==> config.mk <==
export PLATFORM = sky130hd
export DESIGN_NAME = axis_rr_arbiter_flat
export DESIGN_NICKNAME = d
export VERILOG_FILES = /design/src/rtl/axis_rr_arbiter_if.sv /design/src/rtl/axis_rr_arbiter.sv /design/src/flat_wrapper.sv
export SDC_FILE = /design/constraint.sdc
export NUM_CORES = 1
export LEC_CHECK = 0
export ABC_AREA = 1
export BUFFER_PORTS_ARGS = -buffer_cell sky130_fd_sc_hd__clkbuf_2
export CAP_MARGIN = 30
export CORE_MARGIN = 3
export CORE_UTILIZATION = 44
export CTS_BUF_LIST = sky130_fd_sc_hd__clkbuf_4
export DETAILED_ROUTE_END_ITERATION = 10
export GPL_TIMING_DRIVEN = 0
export PLACE_DENSITY_LB_ADDON = 0.25
export SLEW_MARGIN = 20
export SYNTH_ARGS = -nofsm -noshare
export SYNTH_HDL_FRONTEND = slang
export SYNTH_SLANG_ARGS = --single-unit
export TNS_END_PERCENT = 10
==> constraint.sdc <==
create_clock -name clock -period 3.15 [get_ports clock]
set_input_delay 0.1575 -clock clock [delete_from_list [all_inputs] [get_ports clock]]
set_output_delay 0.1575 -clock clock [all_outputs]
set_load 0.05 [all_outputs]
==> src/rtl/axis_rr_arbiter_if.sv <==
// Handshake bundle between the round-robin arbiter, its COUNT sources and its one sink.
// The master modport is the arbiter's own view; the slave modport is the view of
// whatever drives the sources and consumes the sink side.
interface axis_rr_arbiter_if #(
  parameter int WIDTH = 8,
  parameter int COUNT = 4
);
  localparam int GW = $clog2(COUNT);

  logic [COUNT*WIDTH-1:0] idata;
  logic [COUNT-1:0]       ivalid;
  logic [COUNT-1:0]       iready;
  logic [WIDTH-1:0]       odata;
  logic                   ovalid;
  logic                   oready;
  logic [GW-1:0]          grant;
  logic                   busy;

  modport master (
    input  idata, ivalid, oready,
    output iready, odata, ovalid, grant, busy
  );

  modport slave (
    output idata, ivalid, oready,
    input  iready, odata, ovalid, grant, busy
  );
endinterface

==> src/rtl/axis_rr_arbiter.sv <==
// Round-robin arbiter sharing one valid/ready sink between COUNT sources.
// A source keeps the grant for up to BURST beats, or until it drops valid.
// After that, one idle cycle is spent re-arbitrating. The search starts just
// after the last winner, so the source served most recently ranks lowest.
// A one-beat output register isolates the sink's ready from the sources.
module axis_rr_arbiter #(
  parameter int WIDTH = 8,
  parameter int COUNT = 4,
  parameter int BURST = 4
) (
  input logic               clock,
  input logic               resetn,
  axis_rr_arbiter_if.master bus
);
  localparam int GW = $clog2(COUNT);
  localparam int CW = $clog2(BURST) + 1;

  typedef enum logic {
    IDLE,
    GRANT
  } state_t;

  state_t           r_state;
  logic [GW-1:0]    r_grant;
  logic [CW-1:0]    r_count;
  logic [WIDTH-1:0] r_odata;
  logic             r_ovalid;

  logic             w_busy;
  logic             w_canAccept;
  logic             w_selValid;
  logic             w_xfer;
  logic [WIDTH-1:0] w_selData;
  logic [COUNT-1:0] w_iready;
  logic             w_found;
  logic [GW-1:0]    w_nextGrant;
  int               w_bestDist;

  assign w_busy      = (r_state == GRANT);
  assign w_canAccept = !r_ovalid || bus.oready;
  assign w_selValid  = bus.ivalid[r_grant];
  assign w_xfer      = w_busy && w_selValid && w_canAccept;

  // Steer the granted source's data forward and raise only its ready bit
  always_comb begin
    w_selData = '0;
    w_iready  = '0;
    for (int i = 0; i < COUNT; i++) begin
      if (r_grant == GW'(i)) begin
        w_selData   = bus.idata[i*WIDTH +: WIDTH];
        w_iready[i] = w_busy && w_canAccept;
      end
    end
  end

  // Pick the valid source nearest after the last winner, wrapping around
  always_comb begin
    w_found     = 1'b0;
    w_nextGrant = r_grant;
    w_bestDist  = COUNT;
    for (int i = 0; i < COUNT; i++) begin
      if (bus.ivalid[i] && (((i - int'(r_grant) - 1 + 2*COUNT) % COUNT) < w_bestDist)) begin
        w_bestDist  = (i - int'(r_grant) - 1 + 2*COUNT) % COUNT;
        w_nextGrant = GW'(i);
        w_found     = 1'b1;
      end
    end
  end

  // Grant FSM: arbitrate in IDLE, then count beats in GRANT until release
  always_ff @(posedge clock) begin
    if (!resetn) begin
      r_state <= IDLE;
      r_grant <= GW'(COUNT - 1);
      r_count <= '0;
    end else begin
      case (r_state)
        IDLE: begin
          if (w_found) begin
            r_grant <= w_nextGrant;
            r_count <= '0;
            r_state <= GRANT;
          end
        end
        GRANT: begin
          if (!w_selValid) begin
            r_state <= IDLE;
          end else if (w_xfer) begin
            r_count <= r_count + 1'b1;
            if (r_count == CW'(BURST - 1)) begin
              r_state <= IDLE;
            end
          end
        end
        default: r_state <= IDLE;
      endcase
    end
  end

  // Output buffer: load on every accepted beat, drain when the sink takes it
  always_ff @(posedge clock) begin
    if (!resetn) begin
      r_odata  <= '0;
      r_ovalid <= 1'b0;
    end else if (w_xfer) begin
      r_odata  <= w_selData;
      r_ovalid <= 1'b1;
    end else if (bus.oready) begin
      r_ovalid <= 1'b0;
    end
  end

  assign bus.iready = w_iready;
  assign bus.odata  = r_odata;
  assign bus.ovalid = r_ovalid;
  assign bus.grant  = r_grant;
  assign bus.busy   = w_busy;
endmodule
==> src/flat_wrapper.sv <==
// flat-port wrapper written by rule: the top's interface ports become plain ports
module axis_rr_arbiter_flat 
#(
  parameter int WIDTH = 8,
  parameter int COUNT = 4,
  parameter int BURST = 4
)
  (clock, resetn, bus_idata, bus_ivalid, bus_oready, bus_iready, bus_odata, bus_ovalid, bus_grant, bus_busy);
  axis_rr_arbiter_if #(.WIDTH(WIDTH), .COUNT(COUNT)) bus_i ();
  input logic clock;
  input logic resetn;
  input wire logic [$bits(bus_i.idata)-1:0] bus_idata;
  input wire logic [$bits(bus_i.ivalid)-1:0] bus_ivalid;
  input wire logic [$bits(bus_i.oready)-1:0] bus_oready;
  output wire logic [$bits(bus_i.iready)-1:0] bus_iready;
  output wire logic [$bits(bus_i.odata)-1:0] bus_odata;
  output wire logic [$bits(bus_i.ovalid)-1:0] bus_ovalid;
  output wire logic [$bits(bus_i.grant)-1:0] bus_grant;
  output wire logic [$bits(bus_i.busy)-1:0] bus_busy;
  assign bus_i.idata = bus_idata;
  assign bus_i.ivalid = bus_ivalid;
  assign bus_i.oready = bus_oready;
  assign bus_iready = bus_i.iready;
  assign bus_odata = bus_i.odata;
  assign bus_ovalid = bus_i.ovalid;
  assign bus_grant = bus_i.grant;
  assign bus_busy = bus_i.busy;
  axis_rr_arbiter #(.WIDTH(WIDTH), .COUNT(COUNT), .BURST(BURST)) u_core (.clock(clock), .resetn(resetn), .bus(bus_i));
endmodule
==> summary.md, run 1 <==
| Metric | Value |
|---|---|
| Outcome | `finished, violations left` |
| Failing checks | `negative setup slack` |
| GRT met2 Usage | `33.33%` |
| Tot GR Track Use | `19.57%` |
| Clock transition at path regs | `0.09 ns` |
| DRT Wirelength | `3480 um` |
| CP delay by family, top | `simple AND/OR/NAND/NOR gates` |
| Filler instances | `243` |
| Post-synth top area share | `23.60%` |
| Hold depth | `2` |
| Diodes inserted | `0` |
| Finished Cell Area | `1817 sq um` |
| Layout cells sized above 1 | `40.80%` |
| Hold Path Class | `in2reg` |
| Post-route minimum period | `3.326 ns` |
| DRC | `0` |
| Core area | `2613 sq um` |
| Fin nets | `305` |
| Post-synth top area cell | `dfxtp_1` |
| Area growth, synth to finish | `42.77%` |
| Sequential-to-total area share from yosys stat | `23.60%` |
| Vias in the first global route | `1,241` |
| Hold Violations, Final | `0` |
| IO Port Bufs | `53` |
| Commonest non-fill, non-tap cell in the layout | `clkbuf_2` |
| Worst EP arrival | `3.52 ns` |
| CTS HTree Levels | `1` |
| Syn Area/Cell | `6.878 sq um` |
| Antenna violations before repair | `0` |
| Crit Path Max Fanout | `6` |
| Placement Cell Area | `1643 sq um` |
| Initial Util | `48.71%` |
| Synth Net Count | `239` |
| Post-synth cell types | `26` |
| Sum of negative setup slack | `-0.8177 ns` |
| GPL Wtd Cong | `0.8226` |
| Via count | `1,436` |
| PwrDens | `1044 nW/um^2` |
| WS Path Type | `reg2reg` |
| Max Cap Viol | `0` |
| Die ar. | `3573 sq um` |
| Overflow after GRT | `0` |
| Most frequent cells in the layout | `clkbuf_2 (54), nand2_1 (27), a21oi_1 (22), inv_1 (17), nor2_1 (14)` |
| M3 GR Usage | `6.263%` |
| Worst skew pair latency | `0.28 ns` |
| Global-route wire length before repair | `5444 um` |
| CTS tree | `built` |
| Number of vias per cell | `5.129` |
| Final Cycle Share | `105.6%` |
| DRT Pass-1 Iters | `4` |
| Top post-synthesis cells by area | `dfxtp_1 (24%), ha_1 (15%), nand2_1 (9.4%), a21oi_1 (8.7%), a221o_1 (6.3%)` |
| Worst slew pin tran | `0.5083 ns` |
| Largest stage delay, worst path | `0.39 ns` |
| Longest Clk Path Bufs | `2` |
| R2R cell count | `33` |
| Stages on worst setup path | `33` |
| # rows | `18` |
| I/O pin count | `55` |
| Area of the mapped netlist | `1272 sq um` |
| TritonCTS Buffers | `3` |
| Cells after Synth | `185` |
| Register bit total from synthesis | `15` |
| Final Worst Setup Slack | `-0.1762 ns` |
| Relative slew slack | `65.99%` |
| Most used routing layer | `met2` |
| Yosys warns | `0` |
| Root Buffer | `clkbuf_4` |
| Req. time, crit path | `3.34 ns` |
| CP Launch Type | `flop` |
| Initial drt markers | `181` |
| Lkg Pwr | `0.9211 nW` |
| Largest net degree at the start of global routing | `11` |
| Routed WL per cell | `12.43 um` |
| Cell mode on critical path | `nand2_1` |
| Final core utilization | `69.54%` |
| Pre-CTS setup slack | `-0.3675 ns` |
| Worst vdd ir | `0.7463 mV` |
| Crit-path slowest cell | `dfxtp_4` |
| CTS sink cnt | `15` |
| CP bufs+invs | `4` |
| Die Ht | `59.78 um` |
| Met1 usage in global routing | `25.00%` |
| Post-route ant nets | `0` |
| DP Wirelength | `2604 um` |
| Final Skew | `0.007777 ns` |
| Die Wd | `59.78 um` |
| CP Capture Type | `flop` |
| Setup-failing EPs final | `6` |
| Unrepaired setup endpoints after global routing | `yes` |
| Final Max Slew Viols | `0` |
| Fmax | `300.6 MHz` |
metal layers:
layer	vias up	share of wire, %
li1	755	-
met1	630	46
met2	51	45
met3	0	9.2
met4	0	0
met5	-	0
report_power, final:
| part | switching [mW] | total (mW) | internal, mW |
|---|---|---|---|
| registers | 0.0550 | 0.314 | 0.259 |
| clock network | 0.0599 | 0.118 | 0.0577 |
| logic | 0.934 | 1.47 | 0.531 |
| total | 1.05 | 1.90 | 0.848 |
cells in the mapped netlist:
library cell,count
a21oi_1,22
inv_1,20
o21ai_0,13
clkinv_1,3
ha_1,15
nor3_1,2
nand2_4,2
nand2_1,32
o211ai_1,8
xnor2_1,1
clkbuf_1,4
clkbuf_2,1
nand3_2,3
a22oi_1,1
a221o_1,8
dfxtp_1,15
a21boi_0,1
or2_2,1
conb_1,1
nand2_2,3
buf_2,1
nand3_1,5
inv_2,4
clkbuf_8,1
o21ai_1,1
nor2_1,17
flip-flops by register name, indices dropped and copies added, names as in the netlist:
register / count
u_core.bus.busy: 1
u_core.bus.grant: 2
u_core.bus.odata: 8
u_core.bus.ovalid: 1
u_core.r_count: 3
area by class of cell:
cell class	instances	area, sq um	area share [%]
multi-input combinational	136	960.9	52.89
sequential	15	307.8	16.94
buffer	7	38.79	2.135
inverter	27	116.4	6.405
clock buffer	4	30.03	1.653
tap	30	37.54	2.066
timing repair buffer	61	325.3	17.91
final timing paths:
kind | startpoint | endpoint | slack, ns
worst min-delay path | resetn | u_core.bus.grant[0]$_SDFFE_PN1P_ | 0.16
worst max-delay path | u_core.bus.grant[1]$_SDFFE_PN1P_ | u_core.r_count[0]$_SDFFE_PN0P_ | -0.18
worst max register to register | u_core.bus.grant[1]$_SDFFE_PN1P_ | u_core.r_count[0]$_SDFFE_PN0P_ | -0.18
worst min register to register | u_core.r_count[1]$_SDFFE_PN0P_ | u_core.r_count[1]$_SDFFE_PN0P_ | 0.48
worst reg2reg max path, delay by kind of cell (launching register included):
kind,cells,cell delay [ns]
flip-flops,1,0.39
buffers and inverters,4,0.20
AO/OA/AOI/OAI,2,0.20
AND/OR/NAND/NOR,23,1.47
adder cells (fa/ha/maj),4,0.98
what timing repair did:
item,CTS,global route
pin swaps,8,18
gates resized for setup,11,7
hold buffers,0,0
endpoints found under the setup margin,6,6
buffers inserted,6,2
cloned,0,0
stage by stage:
| stage | cells | total power [mW] | hold slack [ns] |
|---|---|---|---|
| floorplan | 185 | 1.356 | 0.3482 |
| global placement | 268 | 1.591 | 0.4497 |
| detailed placement | 268 | 1.607 | 0.4450 |
| CTS | 278 | 1.835 | 0.1498 |
| global route | 280 | 2.086 | 0.1595 |
| finish | 280 | 1.897 | 0.1579 |
cells by family after synthesis:
group	count (synthesis)	synth area share [%]
buf+inv	34	11.01
xor+xnor	1	0.6884
other cells	1	0.2947
fa+ha+maj	15	14.75
simple gates	65	23.30
compound gates	54	26.35
flops	15	23.60
No activity file was read; power rests on OpenSTA's default activity.
==> run 2, diff against run 1 <==
--- a/config.mk
+++ b/config.mk
@@ -9,7 +9,7 @@
 export BUFFER_PORTS_ARGS = -buffer_cell sky130_fd_sc_hd__clkbuf_2
 export CAP_MARGIN = 30
 export CORE_MARGIN = 3
-export CORE_UTILIZATION = 44
+export CORE_UTILIZATION = 35
 export CTS_BUF_LIST = sky130_fd_sc_hd__clkbuf_4
 export DETAILED_ROUTE_END_ITERATION = 10
 export GPL_TIMING_DRIVEN = 0
==> summary.md, run 2 (synthesis results as in run 1) <==
| Metric | Value |
|---|---|
| Worst skew pair latency | `0.28 ns (about the same)` |
| Req. time, crit path | `3.34 ns (about the same)` |
| Largest net degree at the start of global routing | `11 (unchanged)` |
| Layout cells sized above 1 | `43.36% (was 40.80%)` |
| Root Buffer | `clkbuf_4 (unchanged)` |
| CTS HTree Levels | `1 (unchanged)` |
| Placement Cell Area | `1663 sq um (was 1643 sq um)` |
| IO Port Bufs | `53 (unchanged)` |
| Outcome | `finished, violations left (unchanged)` |
| Post-route minimum period | `3.331 ns (was 3.326 ns)` |
| GPL Wtd Cong | `0.7994 (was 0.8226)` |
| Lkg Pwr | `0.9516 nW (was 0.9211 nW)` |
| Max Cap Viol | `0 (unchanged)` |
| Switch share | `55.55% (was 55.28%)` |
| Longest Clk Path Bufs | `2 (unchanged)` |
| TritonCTS Buffers | `3 (unchanged)` |
| # rows | `21 (was 18)` |
| Crit Path Max Fanout | `6 (unchanged)` |
| Vias in the first global route | `1,341 (was 1,241)` |
| Fmax | `300.2 MHz (was 300.6 MHz)` |
| Fin nets | `311 (was 305)` |
| Max reg flops | `8 (unchanged)` |
| Worst Min Path Start | `bus_idata[29] (was resetn)` |
| Hold Path Class | `in2reg (unchanged)` |
| Net switching power | `1.093 mW (was 1.049 mW)` |
| Unrepaired setup endpoints after global routing | `yes (unchanged)` |
| Int Pwr | `0.8747 mW (was 0.8483 mW)` |
| Gate power share | `78.8% (was 77.2%)` |
| Worst vdd ir | `0.4433 mV (was 0.7463 mV)` |
| Setup-failing EPs final | `6 (unchanged)` |
| Hold depth | `3 (was 2)` |
| Die ar. | `4395 sq um (was 3573 sq um)` |
| Area growth, synth to finish | `49.85% (was 42.77%)` |
| Reg2reg start | `u_core.bus.grant[1]$_SDFFE_PN1P_ (unchanged)` |
| Initial Util | `37.25% (was 48.71%)` |
| Finished Cell Area | `1907 sq um (was 1817 sq um)` |
| Antenna violations before repair | `0 (unchanged)` |
| R2R cell count | `31 (was 33)` |
| RR Endpoint | `u_core.r_count[0]$_SDFFE_PN0P_ (unchanged)` |
| I/O pin count | `55 (unchanged)` |
| Cell mode on critical path | `nand2_1 (unchanged)` |
| Post-Layout Cell Count | `302 (was 280)` |
| Commonest non-fill, non-tap cell in the layout | `clkbuf_2 (unchanged)` |
| WS Path Type | `reg2reg (unchanged)` |
| DP Wirelength | `2678 um (was 2604 um)` |
| Largest stage delay, worst path | `0.38 ns (was 0.39 ns)` |
| Core area | `3416 sq um (was 2613 sq um)` |
| R2r setup slk | `-0.18 ns (about the same)` |
| Post-route ant nets | `0 (unchanged)` |
| Crit-path slowest cell | `dfxtp_4 (unchanged)` |
| Post-CTS Hold Buffers | `0 (unchanged)` |
| Diodes inserted | `0 (unchanged)` |
| Die Ht | `66.30 um (was 59.78 um)` |
| Clock share of power | `5.5% (was 6.2%)` |
| Hold Violations, Final | `0 (unchanged)` |
| Most frequent cells in the layout | `clkbuf_2 (54), nand2_1 (25), a21oi_1 (22), inv_1 (18), buf_4 (14) (was clkbuf_2 (54), nand2_1 (27), a21oi_1 (22), inv_1 (17), nor2_1 (14))` |
| DRT Pass-1 Iters | `4 (unchanged)` |
| Global-route wire length before repair | `5740 um (was 5444 um)` |
| Relative slew slack | `66.73% (was 65.99%)` |
| Final Cycle Share | `105.7% (was 105.6%)` |
| CP Launch Type | `flop (unchanged)` |
| Sequential share of power | `15.7% (was 16.6%)` |
| Filler instances | `320 (was 243)` |
| Number of vias per cell | `4.854 (was 5.129)` |
| Worst slew pin tran | `0.4973 ns (was 0.5083 ns)` |
| Clock transition at path regs | `0.09 ns (about the same)` |
| Dpl cells | `284 (was 268)` |
| CP Capture Type | `flop (unchanged)` |
| Final Worst Setup Slack | `-0.1811 ns (was -0.1762 ns)` |
| Hold Path End | `u_core.bus.odata[5]$_SDFFE_PN0P_ (was u_core.bus.grant[0]$_SDFFE_PN1P_)` |
| Worst EP arrival | `3.52 ns (about the same)` |
| Die Wd | `66.30 um (was 59.78 um)` |
| Overflow after GRT | `0 (unchanged)` |
| Final core utilization | `55.82% (was 69.54%)` |
| Via count | `1,466 (was 1,436)` |
| Failing checks | `negative setup slack (unchanged)` |
| DRT Wirelength | `3672 um (was 3480 um)` |
| Pre-CTS setup slack | `-0.3191 ns (was -0.3675 ns)` |
| PwrDens | `1032 nW/um^2 (was 1044 nW/um^2)` |
| Initial drt markers | `76 (was 181)` |
| Routed WL per cell | `12.16 um (was 12.43 um)` |
| Sum of negative setup slack | `-0.7268 ns (was -0.8177 ns)` |
| Tot GR Track Use | `16.47% (was 19.57%)` |
| CTS tree | `built (unchanged)` |
| CTS sink cnt | `15 (unchanged)` |
| DRC | `0 (unchanged)` |
| Final Max Slew Viols | `0 (unchanged)` |
| Final Skew | `0.009118 ns (was 0.007777 ns)` |
run 2: cell count changes in the layout (fill, tap and decap cells not counted), sizes merged:
cell,previous run,this run
clkbuf,63,62
buf,9,15
clkinvlp,0,1
run 2: critical path, delay by kind of cell (launching register included):
family          cells  cell delay (ns)
fa+ha+maj           4             0.94
flops               1             0.38
simple gates       20             1.36
buf+inv             5             0.35
compound gates      2             0.21
run 2: how the worst max path moves through the flow:
stage / start / endpoint
2_1_floorplan: u_core.bus.grant[0]$_SDFFE_PN1P_ / u_core.r_count[0]$_SDFFE_PN0P_
3_3_place_gp: u_core.bus.grant[0]$_SDFFE_PN1P_ / u_core.r_count[0]$_SDFFE_PN0P_
3_5_place_dp: u_core.bus.grant[0]$_SDFFE_PN1P_ / u_core.r_count[0]$_SDFFE_PN0P_
4_1_cts: u_core.bus.grant[1]$_SDFFE_PN1P_ / u_core.r_count[0]$_SDFFE_PN0P_
5_1_grt: u_core.bus.grant[1]$_SDFFE_PN1P_ / u_core.r_count[0]$_SDFFE_PN0P_
6_report: u_core.bus.grant[1]$_SDFFE_PN1P_ / u_core.r_count[0]$_SDFFE_PN0P_
run 2: cell type report:
class                   instances  area, sq um  share of cell area, %
clock inverters                 1        5.005                 0.2625
clock buffers                   3        22.52                  1.181
plain buffers                   7        38.79                  2.034
inverters                      27        125.1                  6.562
multi-input cells             136        979.7                  51.38
flip-flops and latches         15        307.8                  16.14
well taps                      46        57.56                  3.018
repair buffers                 67        370.4                  19.42
run 2: routing by layer:
layer,share of wire [%],up-vias,track usage [%]
met3,4.4,4,3.231
met1,45,653,22.12
met5,0,-,0
li1,-,767,-
met4,0.68,0,2.030
met2,50,42,27.76
run 2: power groups by stage:
stage | registers (mW) | logic (mW) | clock network, mW
floorplan | 0.515 | 0.841 | 0
global placement | 0.328 | 1.28 | 0
detailed placement | 0.328 | 1.29 | 0
CTS | 0.307 | 1.46 | 0.114
global route | 0.319 | 1.71 | 0.124
finish | 0.309 | 1.55 | 0.109
run 2: stage by stage:
step	total power [mW]	hold slack, ns
floorplan	1.356	0.3482
global placement	1.609	0.4480
detailed placement	1.615	0.4554
CTS	1.880	0.1501
global route	2.150	0.1547
finish	1.968	0.1568
run 2: timing repair:
item | CTS | global route
setup endpoints to repair | 6 | 6
pin swaps | 7 | 15
setup buffers | 11 | 3
resized for setup | 9 | 16
